## config.mk

```make
export PLATFORM = sky130hd
export DESIGN_NAME = inst_fetch
export DESIGN_NICKNAME = d
export VERILOG_FILES = /design/src/rtl/inst_fetch.sv
export SDC_FILE = /design/constraint.sdc
export NUM_CORES = 1
export LEC_CHECK = 0
export ABC_AREA = 1
export CORE_MARGIN = 2
export CORE_UTILIZATION = 46
export CTS_BUF_LIST = sky130_fd_sc_hd__clkbuf_4
export DETAILED_ROUTE_END_ITERATION = 7
export HOLD_SLACK_MARGIN = 0.06
export PLACE_DENSITY_LB_ADDON = 0.12
export SLEW_MARGIN = 10
export SYNTH_ARGS = -nofsm -noshare
export SYNTH_HDL_FRONTEND = slang
export SYNTH_SLANG_ARGS = --single-unit
```

## constraint.sdc

```tcl
create_clock -name clk -period 2 [get_ports clk]
set_input_delay 0.2 -clock clk [delete_from_list [all_inputs] [get_ports clk]]
set_output_delay 0.2 -clock clk [all_outputs]
set_load 0.02 [all_outputs]
```

## src/rtl/inst_fetch.sv

```systemverilog
// Instruction fetch unit: drives the ROM address, tracks the one-cycle
// registered-read latency, re-reads under decode stall and squashes the
// wrong-path word on a redirect.
module inst_fetch #(
    parameter logic [31:0] RESET_PC   = 32'h0000_0000,
    parameter int unsigned IMEM_BYTES = 16384
) (
    input  logic        clk,
    input  logic        rst,
    output logic [31:0] imem_addr,
    input  logic [31:0] imem_rdata,
    input  logic        stall,
    input  logic        redirect_valid,
    input  logic [31:0] redirect_pc,
    output logic        inst_valid,
    output logic [31:0] inst,
    output logic [31:0] inst_pc,
    output logic        fetch_err
);

    localparam int unsigned XLEN      = 32;
    localparam logic [31:0] LAST_WORD = 32'(IMEM_BYTES - 4);
    localparam logic [31:0] NOP_INST  = 32'h0000_0013;
    localparam logic [31:0] WORD_STEP = 32'd4;

    logic [XLEN-1:0] pc_q, pc_d;
    logic [XLEN-1:0] f_pc_q, f_pc_d;
    logic            f_valid_q, f_valid_d;
    logic            f_oor_q, f_oor_d;
    logic            err_q, err_d;
    logic [XLEN-1:0] redirect_tgt;
    logic            redirect_misaligned;

    // Word-aligned redirect target and its alignment fault
    always_comb begin
        redirect_tgt        = {redirect_pc[31:2], 2'b00};
        redirect_misaligned = (redirect_pc[1:0] != 2'b00);
    end

    // Next-state: redirect beats stall; stall holds everything; else advance
    always_comb begin
        pc_d      = pc_q;
        f_pc_d    = f_pc_q;
        f_valid_d = f_valid_q;
        f_oor_d   = f_oor_q;
        err_d     = err_q;
        if (redirect_valid) begin
            f_pc_d    = redirect_tgt;
            pc_d      = redirect_tgt + WORD_STEP;
            f_valid_d = 1'b1;
            f_oor_d   = (redirect_tgt > LAST_WORD);
            err_d     = err_q | redirect_misaligned | f_oor_d;
        end else if (!stall) begin
            f_pc_d    = pc_q;
            pc_d      = pc_q + WORD_STEP;
            f_valid_d = 1'b1;
            f_oor_d   = (pc_q > LAST_WORD);
            err_d     = err_q | f_oor_d;
        end
    end

    // ROM address: re-driving f_pc during a stall keeps imem_rdata stable
    always_comb begin
        imem_addr = pc_q;
        if (redirect_valid) begin
            imem_addr = redirect_tgt;
        end else if (stall && f_valid_q) begin
            imem_addr = f_pc_q;
        end
    end

    // Decode-facing outputs; a same-cycle redirect squashes the word
    always_comb begin
        inst_valid = f_valid_q && !redirect_valid;
        inst       = f_oor_q ? NOP_INST : imem_rdata;
        inst_pc    = f_pc_q;
        fetch_err  = err_q;
    end

    // State registers with asynchronous reset
    always_ff @(posedge clk or posedge rst) begin
        if (rst) begin
            pc_q      <= RESET_PC;
            f_pc_q    <= '0;
            f_valid_q <= 1'b0;
            f_oor_q   <= 1'b0;
            err_q     <= 1'b0;
        end else begin
            pc_q      <= pc_d;
            f_pc_q    <= f_pc_d;
            f_valid_q <= f_valid_d;
            f_oor_q   <= f_oor_d;
            err_q     <= err_d;
        end
    end

endmodule

```

After elaboration in Yosys (flattened, before gate mapping):

Cells that the tools add are included.

* input port bits: 68
* register bits after elaboration: 67
* RAM bits: 0
* bits in latches: 0
* memories kept: 0
* output and inout port bits: 98
* word-level logic and storage cells: 30
* bits in read-only memories: 0

* add/sub/neg operators: 2
* bitwise logic cells: 3
* multipliers: 0
* muxes and demuxes: 13
* reduce and logical (&&, ||, !) cells: 4
* order comparisons: 2
* divide/modulo/power cells: 0
* shift operators: 0
* equality and inequality tests: 1

Operator list (count)
* $mux 32: 7
* $add 32x3->32 const B: 2
* $gt 32x14->1 const B: 2
* $mux 1: 6
* $or 1x1->1: 3
* $logic_and 1x1->1: 2
* $ne 2x1->1 const B: 1
* $reduce_bool 2->1: 1
* $logic_not 1->1: 1

Depth between registers and ports, before layout:

Gate-level depths: netlist (run 1).

* depth in word-level cells: 4
* gate-level depth with buffers: 14

Worst setup path after synthesis (run 1):

No wires, ideal clock.

* path type: input to output
* start: in redirect_valid
* end: out imem_addr[10]
* setup slack: 0.275 ns
* data arrival time: 1.525 ns
* cell stages on the path: 7
* data required time: 1.800 ns
* path through: inv_1 buf_4 buf_4 buf_2 clkbuf_1 o21ai_0 o21ai_0

* longest elaborated chain between the ends: 1

RTL lines
* start: declaration: line 13 `input logic redirect_valid,`
* $mux 32: line 65 `if (redirect_valid) begin`
* end: declaration: line 10 `output logic [31:0] imem_addr,`

No other way between the ends.

Final worst setup path (run 1):

* start: reg f_valid_q
* end: out imem_addr[29]

* longest elaborated chain between the ends: 3

RTL lines
* start: declaration: line 28 `logic f_valid_q, f_valid_d;`
* start signal: assignment: line 91 `f_valid_q <= f_valid_d;`
* $logic_and 1x1->1: line 67 `end else if (stall && f_valid_q) begin`
* $mux 32: line 67
* $mux 32: line 65

No other way between the ends.

==> impl_metrics.env, run 1 <==
export IMPL_worst_reg_to_reg_cells=12
export IMPL_regToRegStartpoint="pc_q[2]"
export IMPL_core_um2=9280
export IMPL_area_growth_synth_to_final_pct=56.0
export IMPL_slew_limit_headroom_pct=63.1
export IMPL_path_type_of_the_worst_min_delay_path="in -> async"
export IMPL_totalPowerFinal_uw=3770
export IMPL_clock_root_buffer="sky130_fd_sc_hd__clkbuf_4"
export IMPL_critPathRequiredTime_ps=1800
export IMPL_chipHeight_um=102
export IMPL_timing_setup_critical_path_class="reg -> out"
export IMPL_critical_path_slowest_cell="sky130_fd_sc_hd__dfrtp_1"
export IMPL_yosysWarnings=0
export IMPL_buffer_ports_inserted=161
export IMPL_regToRegEndpoint="pc_q[28]"
export IMPL_post_route_min_period_ps=2020
export IMPL_critical_path_n_buffers_inverters=3
export IMPL_crit_chain="nand2_1 > buf_4 > buf_12 > nor2_1 > o21ai_0 > clkdlybuf4s15_2"
export IMPL_critPathLaunchType="flip-flop"
export IMPL_gpl_final_weighted_congestion=0.925
export IMPL_fp_row_count=35
export IMPL_setup_repair_after_global_routing_missed_its_margin="true"
export IMPL_groute_usage_overall_pct=30.6
export IMPL_worst_setup_hold_path_clk_slew_ps=120
export IMPL_timing_limited_maximum_frequency_mhz=495
export IMPL_synth_area_per_cell_um2=6.18
export IMPL_report_final_setup_viol=3
export IMPL_timing_max_transition_violations_final=0
export IMPL_drv_max_cap_violation_count=0
export IMPL_mostFrequentLayoutCells="sky130_fd_sc_hd__nand2_1, sky130_fd_sc_hd__nor2_1, sky130_fd_sc_hd__clkdlybuf4s50_1"
export IMPL_post_place_cells=1064
export IMPL_cp_data_arrival_time_ps=1820
export IMPL_initialDrtViolationCount=296
export IMPL_vdd_ir_drop_worst_v=0.000363
export IMPL_cts_buffers=9
export IMPL_total_die_area_um2=10400
export IMPL_grt_overflow_total=0
export IMPL_ys_types=27
export IMPL_cts_root_to_sink_buffers=2
export IMPL_finalHoldViolations=0
export IMPL_violations_in_the_final_reports="negative setup slack"
export IMPL_first_pass_grt_wire_length_um=25100
export IMPL_worst_pin_slew_ps=549
export IMPL_longest_individual_stage_delay_on_the_worst_path_ps=390
export IMPL_synth_ff_latch_count=63
export IMPL_hold_slack_ps=125
export IMPL_finalCritPeriodShare_pct=101
export IMPL_drt_vias_per_instance=5.09
export IMPL_h_tree_depth=3
export IMPL_initial_core_util_pct=47.6
export IMPL_route_antenna_remaining_nets=0
export IMPL_die_width_um=102
export IMPL_dp_hpwl_um=12300
export IMPL_cells_after_synthesis=715
export IMPL_num_io_pins=166
export IMPL_clock_tree_from_tritoncts="built"
export IMPL_outcome="complete, but fails checks"
export IMPL_numClockSinks=63
export IMPL_drt_wl_total_um=16100
export IMPL_design_final_nets=1018
export IMPL_synth_area_um2=4420
export IMPL_critical_path_top_delay_family="buffers and inverters"
export IMPL_drive_above_1_share_pct=17.3
export IMPL_final_critical_path_setup_slack_ps=-21.0
export IMPL_routed_via_count=5502
export IMPL_drc=0
export IMPL_mostFrequentLayoutCell="sky130_fd_sc_hd__nand2_1"
export IMPL_sequential_share_of_the_synthesized_area_pct=35.7
export IMPL_critPathLaunch="f_valid_q"
export IMPL_route_detailed_wl_per_inst_um=14.9
export IMPL_vias_in_the_first_global_route=5207
export IMPL_ant_diodes=0
export IMPL_pwr_density_cell_nw_per_um2=547
export IMPL_finalNonFillerCells=1082
export IMPL_initial_antenna_violation_count=0
export IMPL_leak_pwr_uw=0.00343
export IMPL_grt_max_degree=46
export IMPL_drt_pass1_iter_count=6
export IMPL_worst_clock_skew_ps=21.2
export IMPL_clock_latency_ps=440
export IMPL_cp_end_kind="output port"
export IMPL_worst_path_fanout_max=12
export IMPL_rrSetupSlack_ps=220
==> what timing repair did <==
item / CTS / global route
pin swaps: 0 / 2
setup endpoints to repair: 53 / 42
hold buffers: 0 / 0
buffers inserted: 0 / 1
gates resized for setup: 97 / 47
cloned: 0 / 2
==> layer usage <==
layer,vias up,share of wire [%],global-route usage (%),wire length (µm)
li1,2705,-,-,-
met1,2524,43,41.3,6840
met2,245,48,50.8,7800
met3,28,7.0,5.06,1130
met4,0,2.0,9.54,314
met5,-,0,0,0
==> how the worst max path moves through the flow <==
stage,cells past startpoint,slack [ps],to
after global routing,6,-90,imem_addr[29]
after CTS,6,-20,imem_addr[25]
after floorplan,1,230,f_oor_q
after global placement,7,-240,imem_addr[14]
after detailed placement,14,-320,pc_q[28]
final,6,-20,imem_addr[29]
==> flip-flops by register name, indices dropped and copies added, names as in the netlist <==
register	flops
f_oor_q	1
f_valid_q	1
fetch_err	1
pc_q	30
inst_pc	30
==> kinds of logic after synthesis <==
kind of cell | Yosys count | share of synthesized area (%)
flops | 63 | 35.7
compound gates | 118 | 13.7
fa+ha+maj | 1 | 0.283
buf+inv | 110 | 10.9
other cells | 1 | 0.0849
simple gates | 418 | 38.6
xor+xnor | 4 | 0.793
==> stage by stage <==
step	cell area, µm²	utilization (%)	TNS [ps]	setup WS, ps
2_1_floorplan	4430	-	0	230
3_3_place_gp	6800	73.2	-8640	-244
3_5_place_dp	6800	73.2	-10400	-323
4_1_cts	6870	74.0	-42.5	-23.3
5_1_grt	6890	74.2	-746	-90.0
6_report	6890	74.2	-51.4	-21.0
==> synth_stat cells, drive strengths merged <==
library cell | number | area, µm²
a21oi | 3 | 15.0
a31oi | 7 | 43.8
buf | 14 | 119
clkbuf | 19 | 71.3
clkinv | 1 | 3.75
conb | 1 | 3.75
dfrtp | 63 | 1580
ha | 1 | 12.5
inv | 76 | 285
nand2 | 257 | 995
nand3 | 28 | 140
nand4 | 4 | 25.0
nor2 | 117 | 472
nor3 | 2 | 10.0
nor4 | 4 | 25.0
o21ai | 104 | 520
o22ai | 4 | 25.0
or2 | 6 | 37.5
xor2 | 4 | 35.0
==> final cells by class <==
type,count,area [µm²]
inverter,77,289
clock buffer,10,75.1
tap,129,161
timing repair buffer,252,2370
fill,777,2390
clock inverter,5,26.3
sequential,63,1580
multi-input combinational,546,2390
==> power by group <==
group	leakage (µW)	switching [µW]	total (µW)	internal, µW
Combinational	0.00260	780	1450	671
Clock	0.0000595	504	756	252
Sequential	0.000764	135	1560	1430
Note: power is estimated with default switching activity, not from simulation.
==> inputs of run 2 (changes only) <==
--- a/config.mk
+++ b/config.mk
@@ -6,6 +6,7 @@
 export NUM_CORES = 1
 export LEC_CHECK = 0
 export ABC_AREA = 1
+export CAP_MARGIN = 5
 export CORE_MARGIN = 2
 export CORE_UTILIZATION = 46
 export CTS_BUF_LIST = sky130_fd_sc_hd__clkbuf_4
==> results of run 2 <==
Same layout as run 1: the final DEF is identical, and so are final timing and power.
==> inputs of run 3 (changes only) <==
--- a/config.mk
+++ b/config.mk
@@ -12,7 +12,8 @@
 export CTS_BUF_LIST = sky130_fd_sc_hd__clkbuf_4
 export DETAILED_ROUTE_END_ITERATION = 7
 export HOLD_SLACK_MARGIN = 0.06
-export PLACE_DENSITY_LB_ADDON = 0.12
+export PLACE_DENSITY = 0.95
+export SKIP_LAST_GASP = 1
 export SLEW_MARGIN = 10
 export SYNTH_ARGS = -nofsm -noshare
 export SYNTH_HDL_FRONTEND = slang
==> run 3 against run 2 <==
  * The run still ends with negative setup slack left
  * Via count is 4.8% higher
  * Non-clock buffer count is 15 lower
  * Sequential share of layout area is 0.44 points higher
  * Count of clock-buffer cells in the layout stayed put
  * Global-route usage is 0.93 points higher
  * Sequential power hardly changed
  * Clock power is 19% higher
  * Combinational power is 3% lower
  * Clock skew is 1.0 ps higher
  * First-iteration DRC count is 110% higher
==> impl_metrics.env, run 3 (synthesis results as in run 1) <==
export IMPL_final_critical_path_setup_slack_ps=-25.0
export IMPL_mostFrequentLayoutCells="sky130_fd_sc_hd__nand2_1, sky130_fd_sc_hd__nor2_1, sky130_fd_sc_hd__clkdlybuf4s50_1"
export IMPL_report_final_setup_viol=1
export IMPL_violations_in_the_final_reports="negative setup slack"
export IMPL_die_width_um=102
export IMPL_clock_latency_ps=440
export IMPL_post_place_cells=1043
export IMPL_crit_chain="nand2_2 > inv_4 > buf_12 > o21ai_0 > o21ai_0 > clkbuf_2"
export IMPL_gpl_final_weighted_congestion=1.00
export IMPL_cts_hold_buffers=0
export IMPL_worst_setup_hold_path_clk_slew_ps=130
export IMPL_grt_overflow_total=0
export IMPL_route_antenna_remaining_nets=0
export IMPL_critPathRequiredTime_ps=1800
export IMPL_dpl_cell_area_um2=6610
export IMPL_drv_max_cap_violation_count=0
export IMPL_pwr_density_cell_nw_per_um2=574
export IMPL_post_route_min_period_ps=2030
export IMPL_totalPowerFinal_uw=3880
export IMPL_clock_root_buffer="sky130_fd_sc_hd__clkbuf_4"
export IMPL_grt_max_degree=64
export IMPL_mostFrequentLayoutCell="sky130_fd_sc_hd__nand2_1"
export IMPL_worst_clock_skew_ps=22.2
export IMPL_num_io_pins=166
export IMPL_dp_hpwl_um=11800
export IMPL_drt_vias_per_instance=5.40
export IMPL_vdd_ir_drop_worst_v=0.000340
export IMPL_critical_path_most_common_cell="sky130_fd_sc_hd__o21ai_0"
export IMPL_leak_pwr_uw=0.00360
export IMPL_finalNonFillerCells=1067
export IMPL_routed_via_count=5765
export IMPL_multi_input_area_um2=2400
export IMPL_ant_diodes=0
export IMPL_initialDrtViolationCount=619
export IMPL_buffer_ports_inserted=161
export IMPL_area_growth_synth_to_final_pct=53.1
export IMPL_path_type_of_the_worst_min_delay_path="in -> async"
export IMPL_setup_repair_after_global_routing_missed_its_margin="true"
export IMPL_core_um2=9280
export IMPL_total_die_area_um2=10400
export IMPL_worst_reg_to_reg_cells=13
export IMPL_finalCritPeriodShare_pct=101
export IMPL_clock_tree_from_tritoncts="built"
export IMPL_cts_root_to_sink_buffers=2
export IMPL_drc=0
export IMPL_finalHoldViolations=0
export IMPL_vias_in_the_first_global_route=5422
export IMPL_h_tree_depth=3
export IMPL_hold_slack_ps=144
export IMPL_finish_instance_area_um2=6760
export IMPL_fp_row_count=35
export IMPL_drt_wl_total_um=16500
export IMPL_cp_end_kind="output port"
export IMPL_totalNegativeSetupSlack_ps=-25.0
export IMPL_outcome="complete, but fails checks"
export IMPL_route_detailed_wl_per_inst_um=15.4
export IMPL_critical_path_slowest_cell="sky130_fd_sc_hd__dfrtp_1"
export IMPL_timing_limited_maximum_frequency_mhz=494
export IMPL_design_final_nets=1002
export IMPL_cts_buffers=9
export IMPL_numClockSinks=63
export IMPL_longest_individual_stage_delay_on_the_worst_path_ps=400
export IMPL_worst_path_fanout_max=16
export IMPL_timing_max_transition_violations_final=0
export IMPL_initial_antenna_violation_count=0
export IMPL_drive_above_1_share_pct=17.0
export IMPL_groute_usage_overall_pct=31.6
export IMPL_critPathLaunchType="flip-flop"
export IMPL_drt_pass1_iter_count=6
export IMPL_first_pass_grt_wire_length_um=25700
export IMPL_cp_data_arrival_time_ps=1830
export IMPL_timing_setup_critical_path_class="reg -> out"
export IMPL_nFillCells=691
export IMPL_chipHeight_um=102
export IMPL_sequential_cell_area_um2=1580
export IMPL_initial_core_util_pct=47.6
run 3: changes by cell type in the layout (fill, tap and decap cells not counted), sizes merged:
cell           previous run  this run
bufinv                    0         1
dlymetal6s2s              4        16
clkinvlp                  1         3
clkdlybuf4s15            15         1
bufbuf                    0         1
clkbuf                   24        17
clkinv                    5         3
buf                      91        95
clkdlybuf4s50           107       100
dlygate4sd2              21        17
nor2                    118       117
run 3: report_power, final:
group / switching, µW / total (µW) / internal [µW]
combinational: 799 / 1410 / 611
sequential: 142 / 1570 / 1430
clock: 513 / 901 / 388
total: 1450 / 3880 / 2430
run 3: layout make-up:
cell class / count / area share (%)
timing repair buffer: 237 / 32.4
clock buffer: 10 / 1.11
clock inverter: 6 / 0.907
multi-input combinational: 545 / 35.6
inverter: 77 / 4.31
sequential: 63 / 23.3
tap: 129 / 2.39
run 3: through the flow:
step           util, %  setup slack (ps)
2_1_floorplan        -               230
3_3_place_gp      71.2              -294
3_5_place_dp      71.2              -341
4_1_cts           73.1             -94.2
5_1_grt           72.8             -46.5
6_report          72.8             -25.0
run 3: critical path: cells and delay by family, from the launching register on:
family | cells | cell delay [ps]
AOI/OAI and AO/OA | 2 | 450
buffers and inverters | 3 | 430
DFF | 1 | 400
and+or+nand+nor | 1 | 120
run 3: path summary, 6_finish.rpt:
| check | startpoint | end | slack [ps] |
|---|---|---|---|
| min | rst | inst_pc[4] | 140 |
| max | f_valid_q | imem_addr[15] | -30 |
| min in group clk | redirect_valid | inst_pc[4] | 330 |
| max reg2reg | pc_q[2] | pc_q[28] | 70 |
| max in group asynchronous | rst | f_oor_q | 1540 |
| min reg2reg | fetch_err | fetch_err | 480 |
run 3: timing repair:
item / 4_1_cts / 5_1_grt
pin swaps: 0 / 1
resized for setup: 119 / 67
endpoints found under the hold margin: 0 / 0
setup buffers: 4 / 2
setup endpoints to repair: 63 / 62
cloned: 1 / 1
run 3: layer usage:
layer	routed length (µm)	share of wire, %	global-route usage, %
met5	0	0	0
met4	905	5.5	18.7
met3	1780	11	6.43
met2	8020	49	55.9
met1	5750	35	35.0
